**src/rtl/warp_sched_pkg.sv**
```systemverilog
// Shared types and defaults for the warp issue scheduler.
// Holds the default geometry, FSM encoding and the warp-id one-hot decode.
package warp_sched_pkg;

   localparam int DEF_NUM_WARPS = 4;
   localparam int DEF_PC_WIDTH  = 8;
   localparam int DEF_WID_WIDTH = $clog2(DEF_NUM_WARPS);

   typedef enum logic {
      EMPTY = 1'b0,
      FULL  = 1'b1
   } state_t;

   function automatic logic [DEF_NUM_WARPS-1:0] wid_onehot(
      input logic [DEF_WID_WIDTH-1:0] id,
      input logic                     en
   );
      logic [DEF_NUM_WARPS-1:0] oh;
      oh     = '0;
      oh[id] = en;
      return oh;
   endfunction

endpackage

```
**src/rtl/rr_arbiter.sv**
```systemverilog
// Combinational round-robin arbiter over the per-warp eligible flags.
// Highest priority is at ptr, searching upward with natural wrap.
module rr_arbiter
   import warp_sched_pkg::*;
#(
   parameter int NUM_WARPS = DEF_NUM_WARPS,
   parameter int WID_WIDTH = $clog2(NUM_WARPS)
) (
   input  logic [NUM_WARPS-1:0] req,
   input  logic [WID_WIDTH-1:0] ptr,
   output logic [NUM_WARPS-1:0] grant,
   output logic [WID_WIDTH-1:0] grant_id,
   output logic                 any_grant
);

   logic [WID_WIDTH-1:0] idx;

   always_comb begin
      grant     = '0;
      grant_id  = '0;
      any_grant = 1'b0;
      idx       = '0;
      for (int i = 0; i < NUM_WARPS; i++) begin
         idx = ptr + WID_WIDTH'(i);
         if (!any_grant && req[idx]) begin
            any_grant = 1'b1;
            grant_id  = idx;
         end
      end
      grant[grant_id] = any_grant;
   end

endmodule

```
**src/rtl/warp_scheduler.sv**
```systemverilog
// Per-cycle warp issue scheduler with a registered valid/ready issue slot.
// Define WARP_SCHED_GTO_EN for greedy-then-oldest selection.
module warp_scheduler
   import warp_sched_pkg::*;
#(
   parameter int NUM_WARPS = DEF_NUM_WARPS,
   parameter int PC_WIDTH  = DEF_PC_WIDTH,
   parameter int WID_WIDTH = $clog2(NUM_WARPS)
) (
   input  logic                          clk,
   input  logic                          reset,
   input  logic                          sched_en,
   input  logic [NUM_WARPS-1:0]          warp_active,
   input  logic [NUM_WARPS-1:0]          warp_ready,
   input  logic [NUM_WARPS*PC_WIDTH-1:0] warp_pc,
   input  logic                          issue_ready,
   output logic                          issue_valid,
   output logic [WID_WIDTH-1:0]          issue_warp_id,
   output logic [PC_WIDTH-1:0]           issue_pc,
   output logic [NUM_WARPS-1:0]          pc_update_en
);

   state_t               state;
   state_t               state_nxt;
   logic                 fire;
   logic                 load;
   logic                 greedy;
   logic [NUM_WARPS-1:0] held;
   logic [NUM_WARPS-1:0] eligible;
   logic [NUM_WARPS-1:0] arb_grant;
   logic [NUM_WARPS-1:0] sel_oh;
   logic [WID_WIDTH-1:0] arb_id;
   logic [WID_WIDTH-1:0] sel_id;
   logic [WID_WIDTH-1:0] rr_ptr;
   logic [PC_WIDTH-1:0]  sel_pc;
   logic                 arb_any;

   assign issue_valid  = (state == FULL);
   assign fire         = issue_valid & issue_ready;
   assign held         = wid_onehot(issue_warp_id, issue_valid);
   assign pc_update_en = wid_onehot(issue_warp_id, fire);

   // Masking the firing warp keeps us from capturing the PC it is replacing.
   assign eligible = {NUM_WARPS{sched_en}} & warp_active & warp_ready
                   & ~held & ~pc_update_en;

   rr_arbiter #(
      .NUM_WARPS (NUM_WARPS),
      .WID_WIDTH (WID_WIDTH)
   ) u_arb (
      .req       (eligible),
      .ptr       (rr_ptr),
      .grant     (arb_grant),
      .grant_id  (arb_id),
      .any_grant (arb_any)
   );

`ifdef WARP_SCHED_GTO_EN
   logic [WID_WIDTH-1:0] last_id;

   assign greedy = eligible[last_id];
   assign sel_id = greedy ? last_id : arb_id;
   assign sel_oh = greedy ? wid_onehot(last_id, 1'b1) : arb_grant;

   always_ff @(posedge clk or posedge reset) begin
      if (reset) begin
         last_id <= '0;
      end else if (load) begin
         last_id <= sel_id;
      end
   end
`else
   assign greedy = 1'b0;
   assign sel_id = arb_id;
   assign sel_oh = arb_grant;
`endif

   always_comb begin
      sel_pc = '0;
      for (int i = 0; i < NUM_WARPS; i++) begin
         if (sel_oh[i]) begin
            sel_pc = sel_pc | warp_pc[i*PC_WIDTH +: PC_WIDTH];
         end
      end
   end

   always_comb begin
      state_nxt = state;
      load      = 1'b0;
      unique case (state)
         EMPTY: begin
            if (arb_any) begin
               load      = 1'b1;
               state_nxt = FULL;
            end
         end
         FULL: begin
            if (fire) begin
               load      = arb_any;
               state_nxt = arb_any ? FULL : EMPTY;
            end
         end
      endcase
   end

   always_ff @(posedge clk or posedge reset) begin
      if (reset) begin
         state         <= EMPTY;
         issue_warp_id <= '0;
         issue_pc      <= '0;
         rr_ptr        <= '0;
      end else begin
         state <= state_nxt;
         if (load) begin
            issue_warp_id <= sel_id;
            issue_pc      <= sel_pc;
         end
         if (load && !greedy) begin
            rr_ptr <= arb_id + 1'b1;
         end
      end
   end

endmodule

```
**config.mk**
```make
export PLATFORM = sky130hd
export DESIGN_NAME = warp_scheduler
export DESIGN_NICKNAME = d
export VERILOG_FILES = /design/src/rtl/warp_sched_pkg.sv /design/src/rtl/rr_arbiter.sv /design/src/rtl/warp_scheduler.sv
export SDC_FILE = /design/constraint.sdc
export NUM_CORES = 1
export LEC_CHECK = 0
export CAP_MARGIN = 25
export CELL_PAD_IN_SITES_DETAIL_PLACEMENT = 1
export CELL_PAD_IN_SITES_GLOBAL_PLACEMENT = 1
export CORE_MARGIN = 2
export CORE_UTILIZATION = 28
export CTS_CLUSTER_DIAMETER = 30
export DETAILED_ROUTE_END_ITERATION = 10
export PLACE_DENSITY_LB_ADDON = 0.1
export RECOVER_POWER = 25
export SYNTH_ARGS = -nofsm -noshare
export SYNTH_HDL_FRONTEND = slang
export SYNTH_HIERARCHICAL = 1
export SYNTH_SLANG_ARGS = --single-unit
```
**constraint.sdc**
```tcl
create_clock -name clk -period 3.7 [get_ports clk]
set_input_delay 0.37 -clock clk [delete_from_list [all_inputs] [get_ports clk]]
set_output_delay 0.37 -clock clk [all_outputs]
set_load 0.01 [all_outputs]
```
==> run summary, run 1 <==
Crit path arrival time = 2.77 ns
worst setup path class = in2reg
Hold Path Class = in2async
Die Y = 63.9 um
outcome = completed
Period Utilization, post-route = 0.717
Detailed Route WL = 3270 um
largest net degree at the start of global routing = 19
Non-Filler Instances = 209
Top delay family on crit path = compound AO/OA/AOI/OAI gates
Clock Latency Late Sink = 0.26 ns
most numerous cell in the Yosys netlist = dfrtp_1
Setup Skew = 0.00457 ns
Netlist cell types = 29
Clock Tree Root = clkbuf_4
number of remaining DRC errors = 0
syn nets = 154
Setup crit start kind = input port
post-CTS sizing = 0
Worst Path Required = 3.82 ns
core area = 3390 um2
Setup TNS = 0 ns
PortBufs = 58
Starting Density = 0.297
die width = 63.9 um
Slew Limit Headroom = 0.509
initial antenna violation count = 0
power per cell area = 424 nW/um2
register bit total from synthesis = 13
drt first pass iters = 4
Syn-to-layout area delta = 59.7%
vias after detailed routing = 1075
cts hold-fix bufs = 0
cell mode on critical path = a31oi_1
clock-pin slew on the worst setup and hold paths = 0.08 ns
RSZ-0062 raised after global routing = false
routed wire length per instance = 15.6 um
CP cell instances = clkdlybuf4s50_1, nand3_1, a31oi_1, nand2b_2, a221oi_1, nor2b_1, a221oi_2, a31oi_1
Max Freq = 377 MHz
CTS H-tree lvls = 1
Seq/Total Area, Yosys = 0.323
maximum vdd drop = 0.000150 V
leak pwr = 0.631 nW
slowest CP cell = a31oi_1
Antenna Nets Post-Route = 0
Slew Limit Fails = 0
post-CTS setup buffers = 0
I/O pins = 59
DP Wirelength = 2710 um
critical-path maximum fanout = 8
Tightest Pin Transition = 0.735 ns
clock sinks = 13
CTS tree = built
async set or reset register ratio after synthesis = 1.00
most frequent cells after synthesis = dfrtp_1, a21oi_1, a31oi_1
YS warnings = 6
fin nets = 208
setup violators final = 0
final hold vios = 0
gr usage total = 0.163
placed insts = 205
slowest cell delay on critical path = 0.54 ns
Cell Rows = 21
Cell Area, Placed = 1580 um2
EDFF count, synth = 0
vias per cell = 5.14
Yosys top cell by area = dfrtp_1
ys flop type = dfrtp_1
RD Place Congestion = 0.718
synthesized cell area = 1010 um2
crit path time final = 2.65 ns
die footprint = 4090 um2
clk buf depth = 2
first-pass GRT wire length = 5310 um
Ant. Diodes = 0
initial DRC count = 54
Overflow after GRT = 0
vias in the first global route = 1059
Area contributors post-synth = dfrtp_1, a221oi_2, a31oi_1
Worst setup EP type = flop
Fillers = 388
worst path bufs/invs = 1
layout cells sized above 1 = 0.104
Cells after Synth = 110
Synth top area share = 0.323
max cap viols = 0
Num CTS Buffers = 3
fin area = 1610 um2
syn avg cell area = 9.15 um2
==> logic make-up after synthesis <==
logic type,synth area share
mux,0.0547
simple gates,0.131
compound gates,0.382
xor+xnor,0.00871
flops,0.323
buf+inv,0.101
==> layout make-up <==
cell class | count | area [um2] | share of cell area
timing repair buffer | 59 | 588 | 0.366
multi-input combinational | 79 | 579 | 0.361
sequential | 13 | 325 | 0.202
tap | 46 | 57.6 | 0.0358
inverter | 8 | 30.0 | 0.0187
clock buffer | 4 | 26.3 | 0.0164
==> state kept, by name, summed over array words and instances, names as in the netlist <==
signal and flops:
issue_pc 8, issue_valid 1, rr_ptr 2, issue_warp_id 2
==> per-layer routing <==
metal	part of all wire	global-route usage	vias up
met5	0	0	-
met3	0.033	0.0141	0
met4	0	0.0326	0
met1	0.48	0.245	520
met2	0.49	0.253	27
li1	-	-	528
==> layout by cell type (no fill, tap or decap), drive strengths merged <==
master         synthesis  layout
mux2i                  1       1
a21oi                 13      13
a311oi                 1       1
nor2b                  1       1
a221oi                 9       9
mux2                   3       3
clkbuf                 1       4
buf                    9       1
a31oi                 12      12
clkdlybuf4s50          0      57
o21ai                  3       3
a22o                   8       8
nand3                  4       4
nand2b                 5       5
a211oi                 2       2
nor2                   5       5
o211a                  1       1
nor3                   6       6
nand2                  4       4
inv                    8       8
dfrtp                 13      13
dlygate4sd3            0       1
xor2                   1       1
==> path summary, 6_finish.rpt <==
check / startpoint / cells after the start / to / slack [ns]
worst max register to register: issue_warp_id[0] / 7 / issue_pc[1] / 1.12
worst max-delay path: sched_en / 8 / issue_pc[1] / 1.05
min in group clk: issue_pc[4] / 2 / issue_pc[4] / 0.56
max in group asynchronous: reset / 2 / issue_warp_id[1] / 2.81
worst min-delay path: reset / 2 / issue_pc[4] / 0.56
worst min register to register: issue_pc[4] / 2 / issue_pc[4] / 0.56
==> where the power goes <==
group | total, mW | internal, mW | switching [mW]
sequential | 0.257 | 0.193 | 0.0637
clock | 0.0826 | 0.0416 | 0.0410
combinational | 0.341 | 0.197 | 0.145
total | 0.681 | 0.431 | 0.250
==> stage by stage <==
stage                     setup WS [ns]   util  total power [mW]  hold slack [ns]
after global routing              0.840  0.474             0.734            0.597
after floorplan                    1.57      -             0.432            0.247
after global placement            0.902  0.466             0.591            0.532
final                              1.05  0.474             0.681            0.559
after detailed placement          0.821  0.466             0.604            0.548
after CTS                          1.10  0.474             0.688            0.437
No activity file was read; power rests on OpenSTA's default activity.
==> run 2: changes to the inputs <==
--- a/config.mk
+++ b/config.mk
@@ -9,7 +9,7 @@
 export CELL_PAD_IN_SITES_DETAIL_PLACEMENT = 1
 export CELL_PAD_IN_SITES_GLOBAL_PLACEMENT = 1
 export CORE_MARGIN = 2
-export CORE_UTILIZATION = 28
+export CORE_UTILIZATION = 26
 export CTS_CLUSTER_DIAMETER = 30
 export DETAILED_ROUTE_END_ITERATION = 10
 export PLACE_DENSITY_LB_ADDON = 0.1
==> constraint.sdc (replaced) <==
create_clock -name clk -period 2.63 [get_ports clk]
set_input_delay 0.263 -clock clk [delete_from_list [all_inputs] [get_ports clk]]
set_output_delay 0.263 -clock clk [all_outputs]
set_load 0.01 [all_outputs]
==> run 2 against run 1 <==
  * Final cell count rose by 3.8%
  * Final area rose by 4.1%
  * Hold slack got worse by 0.077 ns
  * First-iteration DRC count fell by 19%
  * Clock skew fell by 0.0039 ns
  * Register-to-register slack got worse by 0.78 ns
  * Critical path depth did not move
  * Flip-flop and latch count did not move
  * Count of clock-buffer cells in the layout did not move
  * Largest power group unchanged
  * Combinational power rose by 44%
==> run summary, run 2 (synthesis gave the netlist of run 1 again) <==
slowest cell delay on critical path = 0.53 ns
Cell Int Power = 666 uW
maximum vdd drop = 0.000179 V
number of remaining DRC errors = 0
Hold Path Class = in2async
slowest CP cell = clkdlybuf4s50_1
critical-path maximum fanout = 8
post-CTS sizing = 0
die width = 66.2 um
worst slack at placement = 0.0907 ns
clock sinks = 13
Die Y = 66.2 um
Largest regs = issue_pc x8, issue_warp_id x2, rr_ptr x2
cell mode on critical path = a31oi_1
gr usage total = 0.153
Detailed Route WL = 3160 um
Reg with most FFs = issue_pc
cts hold-fix bufs = 0
total power = 1.03 mW
sequential power share = 0.351
most frequent cells in the layout = clkdlybuf4s50_1, dfrtp_1, a21oi_1, a31oi_1
clock share of power = 0.173
Crit path arrival time = 2.41 ns
Clock Latency Late Sink = 0.24 ns
area of the multi-input gates = 579 um2
PortBufs = 58
Worst R2R Path Depth = 7
Antenna Nets Post-Route = 0
Tightest Pin Transition = 0.729 ns
worst setup path class = in2reg
I/O pins = 59
routed wl met2 = 1480 um
Max Freq = 436 MHz
final hold vios = 0
outcome = completed
Num CTS Buffers = 3
CTS H-tree lvls = 1
Worst setup EP type = flop
Slew Limit Fails = 0
initial DRC count = 44
top layer used by detailed routing = met4
Setup crit start kind = input port
vias in the first global route = 1101
CTS tree = built
Ant. Diodes = 0
Comb power frac = 0.476
layout cells sized above 1 = 0.136
Worst Path Required = 2.75 ns
core area = 3690 um2
RSZ-0062 raised after global routing = false
commonest non-fill, non-tap cell in the layout = clkdlybuf4s50_1
placed insts = 213
crit path time final = 2.29 ns
DP Wirelength = 2670 um
WL met3 = 210 um
vias per cell = 4.95
worst hold slack = 0.481 ns
Setup WS post-layout = 0.338 ns
die footprint = 4380 um2
Slew Limit Headroom = 0.513
clk buf depth = 2
initial antenna violation count = 0
Starting Density = 0.273
RD Place Congestion = 0.800
Non-Filler Instances = 217
FF-to-FF End = issue_pc[7]
Setup Skew = 0.000644 ns
Overflow after GRT = 0
vias after detailed routing = 1074
post-CTS setup buffers = 0
Cell Rows = 22
CP cell instances = clkdlybuf4s50_1, nand3_1, a31oi_1, nand2b_2, a221oi_1, nor2b_1, a221oi_2, a31oi_1
R2R Setup Slk = 0.34 ns
Setup TNS = 0 ns
power per cell area = 615 nW/um2
leak pwr = 0.669 nW
Clock Tree Root = clkbuf_8
Period Utilization, post-route = 0.872
P_sw = 364 uW
FF+latch area = 325 um2
R2R Path Start = issue_warp_id[1]
first-pass GRT wire length = 5210 um
max cap viols = 0
routed wire length per instance = 14.6 um
sw frac = 0.353
clock-pin slew on the worst setup and hold paths = 0.05 ns
M1 WL = 1450 um
number of flip-flops under the largest register name = 8
Syn-to-layout area delta = 66.3%
Fillers = 457
drt first pass iters = 4
largest net degree at the start of global routing = 19
fin nets = 214
setup violators final = 0
-- run 2: layout make-up --
type / instances / share of cell area
Timing Repair Buffer: 65 / 0.378
Multi-Input combinational cell: 79 / 0.346
Inverter: 8 / 0.0180
Clock buffer: 4 / 0.0269
Tap cell: 48 / 0.0359
Sequential cell: 13 / 0.194
-- run 2: critical path: cells and delay by family --
kind,cells,cell delay (ns)
and+or+nand+nor,3,0.47
AOI/OAI and AO/OA,4,1.14
buffers and inverters,1,0.53
-- run 2: layer usage --
layer	GRT usage	up-vias
met2	0.251	42
li1	-	537
met3	0.0290	3
met1	0.203	492
met5	0	-
met4	0.0459	0
-- run 2: worst max-delay path by stage --
| stage | to | from | slack [ns] | cells after the start |
|---|---|---|---|---|
| 2_1_floorplan | issue_pc[6] | issue_warp_id[0] | 0.50 | 9 |
| 3_3_place_gp | issue_pc[6] | sched_en | 0.17 | 9 |
| 3_5_place_dp | issue_pc[4] | sched_en | 0.09 | 9 |
| 4_1_cts | issue_pc[6] | sched_en | 0.34 | 9 |
| 5_1_grt | issue_pc[6] | sched_en | 0.13 | 9 |
| 6_report | issue_pc[7] | sched_en | 0.34 | 8 |
-- run 2: through the flow --
step / util / cell area, um2
global placement: 0.441 / 1630
finish: 0.454 / 1670
CTS: 0.454 / 1670
detailed placement: 0.441 / 1630
global route: 0.454 / 1670
floorplan: - / 1010
-- run 2: power groups by stage --
stage                     Clock, mW  Sequential [mW]  Combinational [mW]
after global placement            0            0.359               0.487
after CTS                     0.181            0.363               0.496
after detailed placement          0            0.364               0.497
final                         0.178            0.361               0.490
after global routing          0.190            0.378               0.540
after floorplan                   0            0.357               0.250
